### src/rtl/io_regs_pkg.sv
`default_nettype none
// ============================================================================
// Package  : io_regs_pkg
// Brief    : Shared constants for io_register_bank: status byte layout,
//            trace register offsets and parameter legality check.
// Revision : 1.0 - initial release
// ============================================================================
package io_regs_pkg;

   // Status byte layout
   localparam int STAT_OVF     = 7;
   localparam int STAT_FULL    = 6;
   localparam int STAT_EMPTY   = 5;
   localparam int STAT_CNT_MSB = 4;

   // Trace register offsets, relative to NUM_CTRL
   localparam int TRACE_DATA_OFS = 0;
   localparam int TRACE_STAT_OFS = 1;

   // Legal configurations: 1..6 control registers, power-of-two FIFO depth
   // of 2..16, and an address wide enough to reach both trace registers.
   function automatic bit params_ok(input int num_ctrl, input int depth, input int addr_w);
      return (num_ctrl >= 1) && (num_ctrl <= 6) &&
             (depth >= 2) && (depth <= 16) && ((depth & (depth - 1)) == 0) &&
             (addr_w >= $clog2(num_ctrl + 2));
   endfunction

endpackage
`default_nettype wire

### src/rtl/strobe_sync.sv
`default_nettype none
// ============================================================================
// Module   : strobe_sync
// Brief    : Two-flop synchroniser for an active-low Z80 strobe plus a
//            registered rising-edge detector. All stages reset to 1 so the
//            strobe looks inactive; a rising edge is only reported once the
//            strobe has been genuinely seen high after reset.
// Revision : 1.0 - initial release
// ============================================================================
module strobe_sync (
   input  logic clk,
   input  logic reset_n,
   input  logic strobe_n,
   output logic sync_n,
   output logic rise,
   output logic armed
);

   logic       r_meta;
   logic       r_sync;
   logic       r_prev;
   logic       r_rise;
   logic [1:0] r_fill;
   logic       r_hi_seen;

   // Synchronise, delay for edge detect, and track when r_sync holds a real sample
   always_ff @(posedge clk or negedge reset_n) begin
      if (!reset_n) begin
         r_meta    <= 1'b1;
         r_sync    <= 1'b1;
         r_prev    <= 1'b1;
         r_rise    <= 1'b0;
         r_fill    <= 2'b00;
         r_hi_seen <= 1'b0;
      end else begin
         r_meta    <= strobe_n;
         r_sync    <= r_meta;
         r_prev    <= r_sync;
         r_rise    <= r_sync & ~r_prev & r_hi_seen;
         r_fill    <= {r_fill[0], 1'b1};
         r_hi_seen <= r_hi_seen | (r_fill[1] & r_sync);
      end
   end

   assign sync_n = r_sync;
   assign rise   = r_rise;
   assign armed  = r_hi_seen;

endmodule
`default_nettype wire

### src/rtl/io_register_bank.sv
`default_nettype none
// ============================================================================
// Module   : io_register_bank
// Brief    : NUM_CTRL byte-wide control registers plus an instruction-trace
//            capture of M1 opcode fetches, on a synchronised Z80 I/O bus.
// Config   : define TRACE_FIFO_EN for a DEPTH-entry trace FIFO with status;
//            otherwise the trace is a single overwrite register.
// Revision : 1.0 - initial release
// ============================================================================
module io_register_bank
   import io_regs_pkg::*;
#(
   parameter int NUM_CTRL = 1,
   parameter int DEPTH    = 8,
   parameter int ADDR_W   = 3
) (
   input  logic                  clk,
   input  logic                  reset_n,
   input  logic                  io_sel,
   input  logic [ADDR_W-1:0]     addr,
   input  logic [7:0]            data_in,
   output logic [7:0]            data_out,
   output logic                  data_oe,
   input  logic                  wr_n,
   input  logic                  rd_n,
   input  logic                  iorq_n,
   input  logic                  m1_n,
   input  logic                  record_isr,
   output logic [8*NUM_CTRL-1:0] ctrl_out
);

   localparam logic [ADDR_W-1:0] c_trace_data_addr = ADDR_W'(NUM_CTRL + TRACE_DATA_OFS);
   localparam logic [ADDR_W-1:0] c_trace_stat_addr = ADDR_W'(NUM_CTRL + TRACE_STAT_OFS);

   if (!params_ok(NUM_CTRL, DEPTH, ADDR_W)) begin : g_bad_params
      $error("io_register_bank: illegal NUM_CTRL/DEPTH/ADDR_W combination");
   end

   logic w_wr_s, w_wr_rise, w_wr_armed;
   logic w_rd_s, w_rd_rise, w_rd_armed;
   logic w_m1_s, w_m1_rise, w_m1_armed;
   logic w_iorq_s, w_iorq_rise, w_iorq_armed;

   strobe_sync u_wr_sync   (.clk(clk), .reset_n(reset_n), .strobe_n(wr_n),
                            .sync_n(w_wr_s), .rise(w_wr_rise), .armed(w_wr_armed));
   strobe_sync u_rd_sync   (.clk(clk), .reset_n(reset_n), .strobe_n(rd_n),
                            .sync_n(w_rd_s), .rise(w_rd_rise), .armed(w_rd_armed));
   strobe_sync u_m1_sync   (.clk(clk), .reset_n(reset_n), .strobe_n(m1_n),
                            .sync_n(w_m1_s), .rise(w_m1_rise), .armed(w_m1_armed));
   strobe_sync u_iorq_sync (.clk(clk), .reset_n(reset_n), .strobe_n(iorq_n),
                            .sync_n(w_iorq_s), .rise(w_iorq_rise), .armed(w_iorq_armed));

   // Sampling windows; address is latched too because it may move before the commit
   logic w_wr_sample, w_rd_sample, w_m1_sample;
   assign w_wr_sample = ~w_wr_s & ~w_iorq_s & io_sel & w_wr_armed;
   assign w_rd_sample = ~w_rd_s & ~w_iorq_s & io_sel & w_rd_armed;
   assign w_m1_sample = ~w_m1_s & ~w_rd_s & w_iorq_s & w_m1_armed;

   logic [7:0]        r_wr_data;
   logic [ADDR_W-1:0] r_wr_addr;
   logic              r_wr_hit;
   logic [ADDR_W-1:0] r_rd_addr;
   logic              r_rd_hit;
   logic [7:0]        r_m1_data;
   logic              r_m1_hit;

   // Capture bus data/address during each strobe window; hit flags mark a qualifying cycle
   always_ff @(posedge clk or negedge reset_n) begin
      if (!reset_n) begin
         r_wr_data <= 8'h00;
         r_wr_addr <= '0;
         r_wr_hit  <= 1'b0;
         r_rd_addr <= '0;
         r_rd_hit  <= 1'b0;
         r_m1_data <= 8'h00;
         r_m1_hit  <= 1'b0;
      end else begin
         if (w_wr_sample) begin
            r_wr_data <= data_in;
            r_wr_addr <= addr;
            r_wr_hit  <= 1'b1;
         end else if (w_wr_rise) begin
            r_wr_hit  <= 1'b0;
         end
         if (w_rd_sample) begin
            r_rd_addr <= addr;
            r_rd_hit  <= 1'b1;
         end else if (w_rd_rise) begin
            r_rd_hit  <= 1'b0;
         end
         if (w_m1_sample) begin
            r_m1_data <= data_in;
            r_m1_hit  <= 1'b1;
         end else if (w_m1_rise) begin
            r_m1_hit  <= 1'b0;
         end
      end
   end

   logic w_commit, w_pop_req, w_push_req, w_clr_req;
   assign w_commit   = w_wr_rise & r_wr_hit;
   assign w_pop_req  = w_rd_rise & r_rd_hit & (r_rd_addr == c_trace_data_addr);
   assign w_push_req = w_m1_rise & r_m1_hit & record_isr;
   assign w_clr_req  = w_commit & (r_wr_addr == c_trace_stat_addr);

   logic [8*NUM_CTRL-1:0] r_ctrl;

   // Commit the last sampled byte to the addressed control register
   always_ff @(posedge clk or negedge reset_n) begin
      if (!reset_n) begin
         r_ctrl <= '0;
      end else if (w_commit) begin
         for (int k = 0; k < NUM_CTRL; k++) begin
            if (r_wr_addr == ADDR_W'(k)) r_ctrl[8*k +: 8] <= r_wr_data;
         end
      end
   end

   assign ctrl_out = r_ctrl;

   logic [7:0] w_trace_rdata;
   logic [7:0] w_stat;

`ifdef TRACE_FIFO_EN
   localparam int c_ptr_w = $clog2(DEPTH);
   localparam int c_cnt_w = STAT_CNT_MSB + 1;

   logic [7:0]         r_mem [DEPTH];
   logic [c_ptr_w-1:0] r_wr_ptr;
   logic [c_ptr_w-1:0] r_rd_ptr;
   logic [c_cnt_w-1:0] r_count;
   logic               r_ovf;
   logic               w_empty, w_full, w_do_pop, w_do_push;

   // Pop is judged on pre-cycle state; a pop in the same cycle frees room for a push
   assign w_empty   = (r_count == '0);
   assign w_full    = (r_count == c_cnt_w'(DEPTH));
   assign w_do_pop  = w_pop_req & ~w_empty;
   assign w_do_push = w_push_req & (~w_full | w_do_pop);

   // Trace storage; entries need no reset since count gates visibility
   always_ff @(posedge clk) begin
      if (w_do_push && !w_clr_req) r_mem[r_wr_ptr] <= r_m1_data;
   end

   // Pointers, occupancy and sticky overflow; a clear overrides everything
   always_ff @(posedge clk or negedge reset_n) begin
      if (!reset_n) begin
         r_wr_ptr <= '0;
         r_rd_ptr <= '0;
         r_count  <= '0;
         r_ovf    <= 1'b0;
      end else if (w_clr_req) begin
         r_wr_ptr <= '0;
         r_rd_ptr <= '0;
         r_count  <= '0;
         r_ovf    <= 1'b0;
      end else begin
         if (w_do_push) r_wr_ptr <= r_wr_ptr + 1'b1;
         if (w_do_pop)  r_rd_ptr <= r_rd_ptr + 1'b1;
         if (w_do_push && !w_do_pop)      r_count <= r_count + 1'b1;
         else if (!w_do_push && w_do_pop) r_count <= r_count - 1'b1;
         if (w_push_req && !w_do_push)    r_ovf   <= 1'b1;
      end
   end

   assign w_trace_rdata = w_empty ? 8'h00 : r_mem[r_rd_ptr];
   assign w_stat        = {r_ovf, w_full, w_empty, r_count};
`else
   logic r_trace_unused_pop;
   logic [7:0] r_trace;

   // Single trace register: every qualifying fetch overwrites it
   always_ff @(posedge clk or negedge reset_n) begin
      if (!reset_n)        r_trace <= 8'h00;
      else if (w_push_req) r_trace <= r_m1_data;
   end

   assign r_trace_unused_pop = &{1'b0, w_pop_req, w_clr_req};
   assign w_trace_rdata      = r_trace;
   assign w_stat             = 8'h00;
`endif

   logic w_unused_strobes;
   assign w_unused_strobes = &{1'b0, w_iorq_rise, w_iorq_armed};

   assign data_oe = io_sel & ~iorq_n & ~rd_n;

   // Read mux from raw strobes/address; zero whenever the bus is not being driven
   always_comb begin
      data_out = 8'h00;
      if (data_oe) begin
         for (int k = 0; k < NUM_CTRL; k++) begin
            if (addr == ADDR_W'(k)) data_out = r_ctrl[8*k +: 8];
         end
         if (addr == c_trace_data_addr) data_out = w_trace_rdata;
         if (addr == c_trace_stat_addr) data_out = w_stat;
      end
   end

endmodule
`default_nettype wire

### config.mk
export PLATFORM = sky130hd
export DESIGN_NAME = io_register_bank
export DESIGN_NICKNAME = d
export VERILOG_FILES = /design/src/rtl/io_regs_pkg.sv /design/src/rtl/strobe_sync.sv /design/src/rtl/io_register_bank.sv
export SDC_FILE = /design/constraint.sdc
export NUM_CORES = 1
export LEC_CHECK = 0
export ABC_AREA = 1
export BUFFER_PORTS_ARGS = -buffer_cell sky130_fd_sc_hd__buf_2
export CORE_MARGIN = 10
export CORE_UTILIZATION = 49
export DETAILED_ROUTE_END_ITERATION = 8
export PLACE_DENSITY = 0.75
export SETUP_SLACK_MARGIN = 0.02
export SLEW_MARGIN = 20
export SYNTH_ARGS = -nofsm -noshare
export SYNTH_HDL_FRONTEND = slang
export SYNTH_SLANG_ARGS = --single-unit
export TNS_END_PERCENT = 1
### constraint.sdc
create_clock -name clk -period 1 [get_ports clk]
set_input_delay 0.1 -clock clk [delete_from_list [all_inputs] [get_ports clk]]
set_output_delay 0.1 -clock clk [all_outputs]
set_load 0.02 [all_outputs]
==> flow_summary.toml, run 1 <==
[outcome]
status = "finished with violations"
violations = "setup timing"

[setup_path]
path_cells = "nand3_1 > a21oi_2 > buf_6"
critPathMaxStageDelay_ps = 350
crit_slowest_cell = "dfrtp_1"
required_ps = 900
crit_path_end_kind = "primary output"
arrival_ps = 1090
critical_path_class = "flip-flop to primary output"
path_max_fanout = 2
critPathLaunchType = "flip-flop"

[clock_tree]
cts-root-buf = "clkbuf_8"
h-tree-depth = 2
path_clk_slew_ps = 90
cts_made_buffers = 5
insertion_delay_ps = 310
cts.path.max_buffers = 2
cts_tree = "yes"
cts_sinks = 53

[synth]
yosysTopAreaCell = "dfrtp_1"
ys_ff_latch = 53
synth_cells = 209
ys_types = 19
synth.area.top_cells = "dfrtp_1 50%, dfstp_2 12%, o21ai_2 7.7%"
synth_warnings = 0
synth_top_area_share_pct = 49.5
syn_avg_cell_area_um2 = 10.4
ys_seq_area_share_pct = 61.6
syn_nets = 228
syn-cell-area_um2 = 2170

[power]
ir_drop_mv = 1.00
intPower_w = 0.00410
switchingPower_w = 0.00187
power.density_nw_per_um2 = 2070
report.power.total_w = 0.00597
power_leakage_nw = 1.44
p_sw_share_pct = 31.3
clkPwrFrac_pct = 21.2
combinationalPowerShare_pct = 29.8
seq_power_share_pct = 49.0

[placed_design]
dp_cells = 305
portBuffers = 35
dp_hpwl_mm = 3.18
place.gp.congestion = 0.784

[timing]
finalMaxSlewViolations = 0
max_freq_mhz = 839
worst_slack_ps = -192
final-hold-violation-count = 0
post-route-period-util_pct = 119
finalCriticalPeriod_ps = 1190
finClkSkew_ps = 5.59
rsz0062_at_grt = "yes"
setup_violations = 41

[global_routing]
groute.usage.overall_pct = 12.4
grt_remaining_overflow = 0
grt_pass1_vias = 1592
grt_first_pass_wirelength_mm = 7.47
grt_max_degree = 54
antenna_found_initial = 0

[cells_and_area]
stdcell_count = 328
final_cell_mix = "43 x dfrtp_1, 35 x nand2_1, 28 x inv_1"
final_nets = 294
drive_gt1_share_pct = 44.6
area_growth_pct = 32.8
layout_commonest_cell = "dfrtp_1"
insertedDiodeCount = 0
final_util_pct = 66.7

[floorplanning]
die_area_um2 = 7500
core_um2 = 4320
die_y_um = 86.6
dieWidth_um = 86.6
rows = 24
io_pins = 36
initial_core_util_pct = 50.2

[routing]
post_drt_wl_per_cell_um = 13.9
drt-initial-drc-count = 98
drtAntennaViolNets = 0
num_vias = 1549
drt-pass1-iter-count = 4
drcViolationCount = 0
vias_per_cell = 4.72
wirelength_mm = 4.55

[min_path]
hp-class = "primary input to flip-flop"

[flow_run]
cap_violations = 0
-- layer usage --
metal / wire [um] / track usage (%) / vias up
met1: 1980 / 14.9 / 715
li1: - / - / 798
met4: 68 / 4.86 / 0
met5: 0 / 0 / -
met3: 270 / 4.41 / 6
met2: 2230 / 19.8 / 30
-- synth_stat cells --
library cell,instances
dfstp_2,10
conb_1,1
inv_1,28
a21oi_1,8
nand2_4,1
buf_2,1
buf_6,5
nand3_1,22
nand2_1,44
nor2_2,1
inv_2,1
nor3_1,2
dfrtp_1,43
o21ai_0,12
nor2_4,2
nand3_2,5
nor2_1,3
nand2_2,1
o21ai_2,19
-- per-stage QoR --
stage / setup WS, ps / hold WS [ps] / TNS, ps / cell area [um^2]
after floorplan: -32.2 / -196 / -175 / 2170
final: -192 / 59.5 / -2550 / 2880
after global routing: -253 / 63.2 / -5020 / 2880
after global placement: -7.33 / 108 / -28.2 / 2520
after detailed placement: -33.6 / 113 / -387 / 2520
after CTS: -183 / 52.6 / -2600 / 2800
-- critical path, delay by kind of cell, from the launching register on --
kind / cells / cell delay [ps]
flops: 1 / 350
compound gates: 1 / 190
buf+inv: 1 / 140
simple gates: 1 / 100
-- layout make-up --
class	count	area, um^2
flip-flops and latches	53	1340
fillers	340	1440
clock buffers	6	82.6
inverters	29	109
repair buffers	65	557
multi-input cells	121	714
well taps	52	65.1
clock inverters	2	17.5
-- flip-flops by register name (all words and copies together) (netlist names), 2 cells and up --
register / cells
ctrl_out: 8
r_m1_data: 8
u_m1_sync.r_fill: 2
r_wr_data: 8
r_trace: 8
r_wr_addr: 3
-- power by group through the flow --
stage | Clock, W | Combinational [W] | Sequential, W
3_3_place_gp | 0 | 0.00117 | 0.00296
3_5_place_dp | 0 | 0.00121 | 0.00298
4_1_cts | 0.00131 | 0.00169 | 0.00291
5_1_grt | 0.00140 | 0.00195 | 0.00297
2_1_floorplan | 0 | 0.000559 | 0.00307
6_report | 0.00127 | 0.00178 | 0.00292
-- cells by family after synthesis --
family                 after synthesis  share of synthesized area (%)
flip-flops                          53                           61.6
other                                1                          0.173
AO/OA/AOI/OAI                       39                           12.3
AND/OR/NAND/NOR                     81                           18.1
buffers and inverters               35                           7.83
-- timing repair --
item	CTS	global route
pin swaps	10	2
setup endpoints to repair	45	55
resized for setup	26	21
endpoints found under the hold margin	47	0
setup buffers	8	2
hold buffers	5	0
-- worst paths after layout --
check / from / end / slack (ps) / cells after the start
max reg2reg: u_iorq_sync.sync_n / r_wr_data[2] / -40 / 5
max in group asynchronous: reset_n / u_rd_sync.r_meta / 410 / 3
max: r_trace[2] / data_out[2] / -190 / 3
min reg2reg: u_m1_sync.r_meta / u_m1_sync.sync_n / 350 / 0
min: addr[1] / r_wr_addr[1] / 60 / 3
min in group asynchronous: reset_n / u_m1_sync.rise / 300 / 3
(Power assumes the default switching activity.)
==> run 2, diff against run 1 <==
--- a/config.mk
+++ b/config.mk
@@ -5,7 +5,6 @@
 export SDC_FILE = /design/constraint.sdc
 export NUM_CORES = 1
 export LEC_CHECK = 0
-export ABC_AREA = 1
 export BUFFER_PORTS_ARGS = -buffer_cell sky130_fd_sc_hd__buf_2
 export CORE_MARGIN = 10
 export CORE_UTILIZATION = 49
==> run 2 against run 1 <==
Net effect: the run still ends with setup timing left; count of clock-buffer cells in the layout decreased by 1; sequential power increased by 2%; highest routed layer unchanged; non-clock buffer count decreased by 14; combinational power decreased by 21%; area after synthesis decreased by 7.6%; power increased by 1.3%; largest power group unchanged; flip-flop and latch count unchanged; hold slack got worse by 46 ps; die area decreased by 5.9%; worst setup slack got worse by 280 ps.
==> flow_summary.toml, run 2 <==
[setup_path]
reg2reg_slack_ps = -480
critPathLaunch = "r_wr_addr[1]"
required_ps = 1190
path_max_fanout = 8
path_cells = "or4_4 > mux2_4"
reg2reg_depth = 2
crit_path_end_kind = "flip-flop"
critPathMaxStageDelay_ps = 640
critPathCapture = "ctrl_out[0]"
rr_endpoint = "ctrl_out[0]"
critPathLaunchType = "flip-flop"
arrival_ps = 1670
crit_slowest_cell = "or4_4"
r2r_start = "r_wr_addr[1]"
critical_path_class = "flip-flop to flip-flop"

[synth]
synth_cells = 128
yosysTopAreaCell = "dfrtp_1"
syn-cell-area_um2 = 2010
synth_top_area_share_pct = 53.6
ys_types = 18
synth_warnings = 0
syn_nets = 147
yosysMostFrequentCell = "dfrtp_1"
synth.area.top_cells = "dfrtp_1 54%, mux2_2 15%, dfstp_2 13%"
ys.flop_type = "dfrtp_1"
ys_ff_latch = 53
ys_seq_area_share_pct = 66.7
async_reset_ff_share_pct = 100
syn_avg_cell_area_um2 = 15.7
synth_edf_count = 0
synth_common_cells = "43 x dfrtp_1, 27 x mux2_2, 11 x nor2_1, 10 x dfstp_2"

[floorplanning]
io_pins = 36
die_y_um = 84
die_area_um2 = 7060
initial_core_util_pct = 50.5
dieWidth_um = 84
rows = 23
core_um2 = 3970

[routing]
drt-initial-drc-count = 61
drcViolationCount = 0
wl_met2_mm = 2.03
drtAntennaViolNets = 0
post_drt_wl_per_cell_um = 17.1
vias_per_cell = 5.05
wirelength_mm = 4.00
num_vias = 1181
wl_met3_um = 236
drt-pass1-iter-count = 2
wl_met1_mm = 1.68
maxUsedRoutingLayer = "met4"

[cells_and_area]
final_cell_mix = "43 x dfrtp_1, 29 x mux2_4, 29 x buf_2"
area_growth_pct = 33.4
fillers = 281
final_nets = 202
stdcell_count = 234
insertedDiodeCount = 0
layout_commonest_cell = "dfrtp_1"
drive_gt1_share_pct = 58.2

[power]
ir_drop_mv = 1.44
power.density_nw_per_um2 = 2260
power_leakage_nw = 1.34

[outcome]
status = "finished with violations"
violations = "setup timing"

[timing]
max_freq_mhz = 678
rsz0062_at_grt = "yes"
final-hold-violation-count = 0
finClkSkew_ps = 5.43
worst_slack_ps = -476
post-route-period-util_pct = 148
finalCriticalPeriod_ps = 1480
finalHoldWorstSlack_ps = 13.1
setup_violations = 45
finalMaxSlewViolations = 0

[global_routing]
antenna_found_initial = 0
groute.usage.overall_pct = 12.1
grt_pass1_vias = 1405
grt_first_pass_wirelength_mm = 6.93
grt_remaining_overflow = 0
grt_max_degree = 26

[placed_design]
portBuffers = 35
place.gp.congestion = 0.776
dp_cells = 222
dp_hpwl_mm = 2.85

[clock_tree]
cts-root-buf = "clkbuf_8"
path_clk_slew_ps = 90
cts_made_buffers = 5
cts.path.max_buffers = 2
cts_setup_buffers = 0
insertion_delay_ps = 300
cts_sinks = 53
h-tree-depth = 2
cts_tree = "yes"

[flow_run]
cap_violations = 0

[min_path]
hp-class = "primary input to flip-flop"
run 2: worst max-delay path: cells and delay by family, from the launching register on:
kind / cells / cell delay [ps]
simple gates: 1 / 640
flops: 1 / 390
mux: 1 / 330
run 2: through the flow:
| step | power, W | setup TNS (ps) | area (um^2) | utilization, % | setup slack [ps] |
|---|---|---|---|---|---|
| 3_3_place_gp | 0.00410 | -10950 | 2380 | 60.0 | -445 |
| 2_1_floorplan | 0.00372 | -11770 | 2020 | - | -438 |
| 5_1_grt | 0.00636 | -14100 | 2680 | 67.4 | -518 |
| 4_1_cts | 0.00601 | -11890 | 2640 | 66.4 | -487 |
| 6_report | 0.00604 | -11690 | 2680 | 67.4 | -476 |
| 3_5_place_dp | 0.00421 | -12270 | 2380 | 60.0 | -478 |
run 2: report_power, final:
group | internal [W] | switching (W) | leakage (nW)
combinational | 0.000862 | 0.000550 | 0.644
clock | 0.000993 | 0.000645 | 0.0681
sequential | 0.00265 | 0.000345 | 0.625
run 2: kinds of logic after synthesis:
family,after synthesis,share of synthesized area (%)
buf+inv,5,1.37
simple gates,22,5.11
other cells,1,0.187
mux,43,25.1
compound gates,4,1.50
flops,53,66.7
run 2: how the worst min path moves through the flow:
stage / start / end / slack [ps] / cells past startpoint
global placement: reset_n / r_trace[4] / -10 / 1
CTS: rd_n / u_rd_sync.r_meta / 7 / 2
detailed placement: reset_n / r_trace[4] / -2 / 1
floorplan: reset_n / ctrl_out[0] / -200 / 0
finish: rd_n / u_rd_sync.r_meta / 10 / 2
global route: rd_n / u_rd_sync.r_meta / 10 / 2
run 2: routing by layer:
layer,vias to the layer above,track usage (%)
met5,-,0
met4,0,4.41
met3,6,4.69
met2,26,20.6
met1,604,13.4
li1,545,-
run 2: timing repair:
item / in CTS / in global routing
hold endpoints to repair: 46 / 0
resized for setup: 21 / 13
hold buffers: 4 / 0
endpoints found under the setup margin: 53 / 53
pin swaps: 1 / 2
run 2: layout make-up:
class	instances	area (um^2)	share of cell area [%]
sequential	53	1340	50.0
multi-input combinational	70	752	28.1
timing repair buffer	51	382	14.3
clock buffer	5	68.8	2.57
clock inverter	3	65.1	2.43
tap	50	62.6	2.34
inverter	2	7.51	0.281
